## config.mk

```make
export PLATFORM = sky130hd
export DESIGN_NAME = pipe_ctrl
export DESIGN_NICKNAME = d
export VERILOG_FILES = /design/src/rtl/pipe_ctrl_pkg.sv /design/src/rtl/pipe_ctrl_hazard_cmp.sv /design/src/rtl/pipe_ctrl.sv
export SDC_FILE = /design/constraint.sdc
export NUM_CORES = 1
export LEC_CHECK = 0
export ABC_AREA = 1
export CAP_MARGIN = 20
export CELL_PAD_IN_SITES_DETAIL_PLACEMENT = 0
export CELL_PAD_IN_SITES_GLOBAL_PLACEMENT = 2
export CORE_MARGIN = 1
export CORE_UTILIZATION = 28
export CTS_BUF_LIST = sky130_fd_sc_hd__clkbuf_4 sky130_fd_sc_hd__clkbuf_8
export DETAILED_ROUTE_END_ITERATION = 7
export PLACE_DENSITY = 0.87
export SETUP_SLACK_MARGIN = 0.5
export SYNTH_ARGS = -nofsm -noshare
export SYNTH_HDL_FRONTEND = slang
export SYNTH_SLANG_ARGS = --single-unit
```

## constraint.sdc

```tcl
create_clock -name clk -period 1.55 [get_ports clk]
set_input_delay 0.3875 -clock clk [delete_from_list [all_inputs] [get_ports clk]]
set_output_delay 0.3875 -clock clk [all_outputs]
set_load 0.02 [all_outputs]
```

## src/rtl/pipe_ctrl_pkg.sv

```systemverilog
// -----------------------------------------------------------------------------
// pipe_pkg
// Shared types for the five-stage pipeline sequencer.
//   state_e      : sequencer FSM state (2-bit)
//   stage_t      : per-stage tracking entry {v, wr_en, wr_sel[2:0], halt}
//   HALT_OPCODE  : opcode value decoded as HALT
//   wrHit()      : does a packed write key {writes, wr_sel} target register sel
// -----------------------------------------------------------------------------
package pipe_pkg;

    typedef enum logic [1:0] {
        ST_RUN      = 2'd0,
        ST_MEM_WAIT = 2'd1,
        ST_DRAIN    = 2'd2,
        ST_HALTED   = 2'd3
    } state_e;

    typedef struct packed {
        logic       v;
        logic       wr_en;
        logic [2:0] wr_sel;
        logic       halt;
    } stage_t;

    localparam logic [4:0] HALT_OPCODE = 5'b00000;

    // Key layout is {stage writes a register, destination select}.
    function automatic logic wrHit(input logic [3:0] key, input logic [2:0] sel);
        return key[3] && (key[2:0] == sel);
    endfunction

endpackage

```

## src/rtl/pipe_ctrl_hazard_cmp.sv

```systemverilog
// -----------------------------------------------------------------------------
// hazard_cmp
// Combinational RAW detector: compares the decode-stage source selects against
// the destinations held in EXE, MEM and WB. The WB compare is dropped when the
// register file forwards a same-cycle write to its read ports.
// Ports:
//   dec_v_i               decode slot holds a valid instruction
//   rs_sel_i / rs_used_i  first source select and its use flag
//   rt_sel_i / rt_used_i  second source select and its use flag
//   exe_key_i, mem_key_i, wb_key_i  {writes, wr_sel} of each downstream stage
//   raw_o                 decode must wait for an older write
// -----------------------------------------------------------------------------
module hazard_cmp
    import pipe_pkg::*;
#(
    parameter int RF_BYPASS = 0
) (
    input  logic       dec_v_i,
    input  logic [2:0] rs_sel_i,
    input  logic       rs_used_i,
    input  logic [2:0] rt_sel_i,
    input  logic       rt_used_i,
    input  logic [3:0] exe_key_i,
    input  logic [3:0] mem_key_i,
    input  logic [3:0] wb_key_i,
    output logic       raw_o
);

    logic rsHit;
    logic rtHit;

    // R0 is an ordinary register here, so no select is exempt from the compare.
    always_comb begin
        rsHit = wrHit(exe_key_i, rs_sel_i) || wrHit(mem_key_i, rs_sel_i) ||
                ((RF_BYPASS == 0) && wrHit(wb_key_i, rs_sel_i));
        rtHit = wrHit(exe_key_i, rt_sel_i) || wrHit(mem_key_i, rt_sel_i) ||
                ((RF_BYPASS == 0) && wrHit(wb_key_i, rt_sel_i));
        raw_o = dec_v_i && ((rs_used_i && rsHit) || (rt_used_i && rtHit));
    end

endmodule

```

## src/rtl/pipe_ctrl.sv

```systemverilog
// -----------------------------------------------------------------------------
// pipe_ctrl
// Central sequencer for the fetch/decode/execute/memory/writeback pipeline.
// Drives the PC and pipeline-register enables, inserts bubbles on RAW hazards,
// flushes wrong-path work on a redirect from execute, freezes while data
// memory is busy, and drains the pipe on HALT.
// Ports:
//   clk, rst (async, active-low)
//   dec_rs_sel/used, dec_rt_sel/used, dec_wr_sel/en, dec_halt : decode fields
//   exe_redirect : taken branch/jump resolved in execute
//   mem_busy     : data memory cannot complete this cycle
//   pc_en, ftch_dec_en, dec_exe_en, exe_mem_en, mem_wb_en : load enables
//   dec_kill, exe_kill : load NOP / bubble on the matching enable
//   wb_commit    : WB holds a valid instruction
//   halt_done, err : sticky status until reset
// -----------------------------------------------------------------------------
module pipe_ctrl
    import pipe_pkg::*;
#(
    parameter int RF_BYPASS = 0,
    parameter int MAX_WAIT  = 64,
    parameter int CNT_W     = 7
) (
    input  logic       clk,
    input  logic       rst,
    input  logic [2:0] dec_rs_sel,
    input  logic       dec_rs_used,
    input  logic [2:0] dec_rt_sel,
    input  logic       dec_rt_used,
    input  logic [2:0] dec_wr_sel,
    input  logic       dec_wr_en,
    input  logic       dec_halt,
    input  logic       exe_redirect,
    input  logic       mem_busy,
    output logic       pc_en,
    output logic       ftch_dec_en,
    output logic       dec_exe_en,
    output logic       exe_mem_en,
    output logic       mem_wb_en,
    output logic       dec_kill,
    output logic       exe_kill,
    output logic       wb_commit,
    output logic       halt_done,
    output logic       err
);

    localparam logic [CNT_W-1:0] WAIT_LIMIT = CNT_W'(MAX_WAIT);
    localparam logic [CNT_W-1:0] CNT_ONE    = CNT_W'(1);

    state_e           state_q, state_d;
    logic             ret_q, ret_d;
    logic [CNT_W-1:0] waitCnt_q, waitCnt_d;
    logic [CNT_W-1:0] waitNext;
    logic             err_q, err_d;
    logic             haltDone_q, haltDone_d;

    logic             decValid_q;
    stage_t           exeStage_q, memStage_q, wbStage_q;
    stage_t           exeIn;

    logic [3:0]       exeKey, memKey, wbKey;
    logic             raw;
    logic             drainMode;

    assign exeKey = {exeStage_q.v & exeStage_q.wr_en, exeStage_q.wr_sel};
    assign memKey = {memStage_q.v & memStage_q.wr_en, memStage_q.wr_sel};
    assign wbKey  = {wbStage_q.v  & wbStage_q.wr_en,  wbStage_q.wr_sel};

    hazard_cmp #(
        .RF_BYPASS(RF_BYPASS)
    ) u_hazard (
        .dec_v_i  (decValid_q),
        .rs_sel_i (dec_rs_sel),
        .rs_used_i(dec_rs_used),
        .rt_sel_i (dec_rt_sel),
        .rt_used_i(dec_rt_used),
        .exe_key_i(exeKey),
        .mem_key_i(memKey),
        .wb_key_i (wbKey),
        .raw_o    (raw)
    );

    // MEM_WAIT borrows the rules of the state it interrupted; ret_q remembers it.
    assign drainMode = (state_q == ST_DRAIN) || ((state_q == ST_MEM_WAIT) && ret_q);

    // Counter saturates at the limit so a very long stall cannot wrap it.
    assign waitNext = (waitCnt_q == WAIT_LIMIT) ? waitCnt_q : (waitCnt_q + CNT_ONE);

    // Next-state and enable decode, priority: busy > redirect > raw > halt > normal.
    always_comb begin
        state_d     = state_q;
        ret_d       = ret_q;
        waitCnt_d   = waitCnt_q;
        err_d       = err_q;
        haltDone_d  = haltDone_q;
        pc_en       = 1'b0;
        ftch_dec_en = 1'b0;
        dec_exe_en  = 1'b0;
        exe_mem_en  = 1'b0;
        mem_wb_en   = 1'b0;
        dec_kill    = 1'b0;
        exe_kill    = 1'b0;

        case (state_q)
            ST_RUN, ST_MEM_WAIT, ST_DRAIN: begin
                if (mem_busy) begin
                    state_d   = ST_MEM_WAIT;
                    ret_d     = drainMode;
                    waitCnt_d = waitNext;
                    if (waitNext == WAIT_LIMIT) begin
                        err_d = 1'b1;
                    end
                end else begin
                    waitCnt_d = '0;
                    state_d   = drainMode ? ST_DRAIN : ST_RUN;
                    if (exe_redirect) begin
                        pc_en       = 1'b1;
                        ftch_dec_en = 1'b1;
                        dec_exe_en  = 1'b1;
                        exe_mem_en  = 1'b1;
                        mem_wb_en   = 1'b1;
                        dec_kill    = 1'b1;
                        exe_kill    = 1'b1;
                    end else if (raw) begin
                        dec_exe_en  = 1'b1;
                        exe_kill    = 1'b1;
                        exe_mem_en  = 1'b1;
                        mem_wb_en   = 1'b1;
                    end else if (drainMode) begin
                        ftch_dec_en = 1'b1;
                        dec_kill    = 1'b1;
                        dec_exe_en  = 1'b1;
                        exe_mem_en  = 1'b1;
                        mem_wb_en   = 1'b1;
                        if (wbStage_q.v && wbStage_q.halt) begin
                            state_d    = ST_HALTED;
                            haltDone_d = 1'b1;
                        end
                    end else if (decValid_q && dec_halt) begin
                        ftch_dec_en = 1'b1;
                        dec_kill    = 1'b1;
                        dec_exe_en  = 1'b1;
                        exe_mem_en  = 1'b1;
                        mem_wb_en   = 1'b1;
                        state_d     = ST_DRAIN;
                    end else begin
                        pc_en       = 1'b1;
                        ftch_dec_en = 1'b1;
                        dec_exe_en  = 1'b1;
                        exe_mem_en  = 1'b1;
                        mem_wb_en   = 1'b1;
                    end
                end
            end
            ST_HALTED: begin
            end
            default: begin
                err_d   = 1'b1;
                state_d = ST_RUN;
            end
        endcase
    end

    // Entry loaded into EXE; a killed slot enters as an all-zero bubble.
    always_comb begin
        exeIn = '0;
        if (!exe_kill) begin
            exeIn.v      = decValid_q;
            exeIn.wr_en  = dec_wr_en;
            exeIn.wr_sel = dec_wr_sel;
            exeIn.halt   = dec_halt;
        end
    end

    // FSM, status and stage tracking; tracking moves only with its enable.
    always_ff @(posedge clk or negedge rst) begin
        if (!rst) begin
            state_q    <= ST_RUN;
            ret_q      <= 1'b0;
            waitCnt_q  <= '0;
            err_q      <= 1'b0;
            haltDone_q <= 1'b0;
            decValid_q <= 1'b0;
            exeStage_q <= '0;
            memStage_q <= '0;
            wbStage_q  <= '0;
        end else begin
            state_q    <= state_d;
            ret_q      <= ret_d;
            waitCnt_q  <= waitCnt_d;
            err_q      <= err_d;
            haltDone_q <= haltDone_d;
            if (ftch_dec_en) begin
                decValid_q <= ~dec_kill;
            end
            if (dec_exe_en) begin
                exeStage_q <= exeIn;
            end
            if (exe_mem_en) begin
                memStage_q <= exeStage_q;
            end
            if (mem_wb_en) begin
                wbStage_q <= memStage_q;
            end
        end
    end

    assign wb_commit = wbStage_q.v && (state_q != ST_HALTED);
    assign halt_done = haltDone_q;
    assign err       = err_q;

endmodule

```

==> results list <==
- For the worst setup path, the data required time is 1.16 ns.
* Number of buffers created by CTS: 5
- Ratio of cells with drive above 1 in the final layout: 45.58%
- Entering global routing, the biggest net connects 32 pins.
* Global Route met1 Usage: 21.34%
* Actual transition at the worst max-transition pin: 0.2999 ns
* Placed wire-length estimate after detailed placement: 3208 um
* Final sum of negative setup slack: -5.995 ns
- In the synthesized netlist, the number of instances is 255.
- Crit end category: output port
- Wire length of the first global-routing pass: 8024 um
- CTS saw 31 sinks.
- The worst hold path belongs to the class in -> async.
* Clock transition at the register clock pins on the worst setup and hold paths after CTS: 0.06 ns
- After layout, the worst setup slack is -0.6078 ns.
- Time the final worst path needs with I/O delays and setup: 2.158 ns
* Initial core utilization: 29.49%
* Total routing resource utilization after global routing: 16.05%
* H-tree depth: 2
- Leakage power of the design: 1.614 nW
* Setup repair after global routing missed its margin: true
* Antenna violations before repair: 0
- Via count of the first global-routing pass: 1,771
* Count of max-cap constraint violations: 0
- The clock passes through at most 2 buffers.
- Vertical extent of the die: 81.66 um
- Post-Place Worst Slack: -1.179 ns
- The detailed router finished its first iteration with 58 violations.
- Area of the multi-input gates: 1075 um^2
* Fraction of power spent switching nets: 38.55%
* Final-layout fill cell count: 571
* Number of failing setup endpoints in the final timing report: 18
- Port Buffer Count: 26
* Horizontal die dimension: 81.66 um
- The later pin in the worst-skew pair is clocked with a latency of 0.29 ns.
- Boundary pin count: 27
- Vias: 1,934
- Wire length reported by the detailed router: 5447 um
- Register Area: 777.0 um^2
- Setup slack of the worst register-to-register path: -0.37 ns
- Net Sw Power: 1.810 mW
- The share of total power dissipated in combinational logic is 56.0%.
- Cell Rows: 28
* Post-synth cell types: 20
- The worst setup path is launched from an input port.
- Largest voltage drop on the vdd net: 0.8053 mV
* Peak clock frequency supported by timing: 463.4 MHz
- Placed instance area: 2415 um^2
- Summing every instance area after synthesis gives 1777 um^2.
- Number of nets in the layout: 369
* Grt peak-use layer: met2
- Violations in the final reports: negative setup slack
- Worst Setup Path Type: in -> out
- Last weighted congestion value of the routability-driven placer: 0.7955
- Power spread over the standard cell area amounts to 1491 nW/um^2.
- The number of failing hold endpoints at the final stage was 0.
* Total inserted antenna cells: 0
- Outcome: complete, but fails checks
- TritonCTS clock tree: done
- Worst hold slack after final layout: 0.4551 ns
- Die footprint: 6668 um^2
- In the routed design, unresolved DRC markers number 0.
* Final Util: 52.26%
- Cell internal power was estimated by the tool at 2.886 mW.
* Number of detailed-route iterations in the first pass: 4
* Signal arrival time at the worst endpoint: 1.77 ns
- Dividing the final minimum period by the clock period gives 139.2%.
- Number of warning messages in the yosys log: 0
- # hold bufs at CTS: 0
- DRT antenna net count: 0
- In this run, the clock network consumes 15.2% of the power.
- CTS placed an instance of clkbuf_8 at the clock tree root.
- After routing the design area is 3149 um^2.
* Largest driver fanout on the critical path: 4
- For this run the aggregate overflow at the end of global routing stands at 0.
- Across the routed clock network, the largest skew measured is 0.004568 ns.
* Mean Syn Cell Area: 6.967 um^2
- Net count of the mapped netlist: 274
- Global-route met3 utilization: 2.889%
- After detailed routing, the average wire length per cell comes to 12.79 um.
- In the routed layout, each cell is associated on average with a via count of 4.540.
* Worst slew margin relative to its limit: 80.01%
* Area of the placeable core: 6026 um^2
- After synthesis the netlist holds a flip-flop and latch count of 31.
- The area growth from synthesis to layout is 77.25%.
- The final number of max-transition violations is 0.
- Of the total power, registers draw 28.8%.
* Met2 track demand over resource in global routing: 25.75%
* Sequential element share of the synthesized area: 43.66%
[final timing paths]
kind | from | end | cells after the start
setup reg to reg | exeKey[2] | state_q[1] | 17
setup / recovery | dec_rt_sel[2] | pc_en | 13
min in group clk | memStage_q[0] | wbStage_q[0] | 2
hold reg to reg | memStage_q[0] | wbStage_q[0] | 2
max in group asynchronous | rst | exeKey[1] | 2
hold / removal | rst | waitCnt_q[2] | 2
[routing by layer]
metal | vias to the layer above | wire (um)
met5 | - | 0
met4 | 0 | 88
met3 | 8 | 169
met2 | 37 | 2711
met1 | 901 | 2478
li1 | 988 | -
[synthesized netlist by cell type, drive strengths merged]
cell    count  area share [%]
or2         1            0.35
nand3       6             1.7
o22ai       5             1.8
inv        36             7.6
xor2        4             2.0
o21ai      15             4.2
a21oi       5             1.4
nor2       23             4.9
nand2     105              23
buf         7             2.7
nor3        3            0.84
ha          2             1.4
o21bai      1            0.42
dfrtp      31              44
nand4      11             3.9
[state kept, by name, summed over array words and instances, names as in the netlist]
| signal | count |
|---|---|
| halt_done | 1 |
| decValid_q | 1 |
| wbKey | 3 |
| waitCnt_q | 7 |
| err | 1 |
| memStage_q | 3 |
| exeStage_q | 3 |
| state_q | 2 |
| memKey | 3 |
| exeKey | 3 |
| wbStage_q | 3 |
| ret_q | 1 |
[metrics by stage]
stage / std cells / power [mW]
after floorplan: 255 / 2.305
after global placement: 380 / 3.010
after detailed placement: 380 / 3.005
after CTS: 405 / 4.176
after global routing: 426 / 5.011
final: 426 / 4.696
[logic make-up after synthesis]
| group | synth area share (%) |
|---|---|
| AOI/OAI and AO/OA | 7.817 |
| xor gates and xnor gates | 1.972 |
| adders and majority gates | 1.408 |
| buffers and inverters | 10.35 |
| DFF | 43.66 |
| and+or+nand+nor | 34.79 |
[power by group through the flow]
stage / combinational (mW) / sequential [mW] / clock [mW]
floorplan: 1.02 / 1.29 / 0
global placement: 1.68 / 1.33 / 0
detailed placement: 1.67 / 1.33 / 0
CTS: 2.12 / 1.33 / 0.727
global route: 2.86 / 1.39 / 0.763
finish: 2.63 / 1.35 / 0.715
[cell type report]
| class | count | share of cell area (%) |
|---|---|---|
| clock buffer | 8 | 3.298 |
| timing repair buffer | 95 | 30.23 |
| inverter | 36 | 4.688 |
| multi-input combinational | 181 | 34.13 |
| sequential | 31 | 24.67 |
| tap | 75 | 2.980 |
[placed cells by master, fill, tap and decap left out, drive strengths merged]
cell	instances
nor3	3
o21bai	1
nor2	23
nand4	11
buf	77
dfrtp	31
xor2	4
dlygate4sd2	7
nand3	6
ha	2
clkdlybuf4s50	9
o22ai	5
o21ai	15
or2	1
clkbuf	10
inv	36
a21oi	5
nand2	105
[what timing repair did]
action / in CTS / in global routing
setup buffers: 14 / 19
gates cloned: 3 / 2
pin swaps: 19 / 27
resized for setup: 114 / 49
endpoints found under the hold margin: 0 / 0
endpoints found under the setup margin: 41 / 41
[critical path: stages]
cell and delay [ns]:
dlygate4sd2_1 0.26, inv_1 0.09, nand2_1 0.07, nand2_1 0.05, nor2_1 0.10, nand2_1 0.07, nand3_1 0.08, nand2_1 0.06
nand2_2 0.14, nand3_2 0.13, nand2_4 0.15, nor2_4 0.05, buf_6 0.13
No activity file was read; power rests on OpenSTA's default activity.
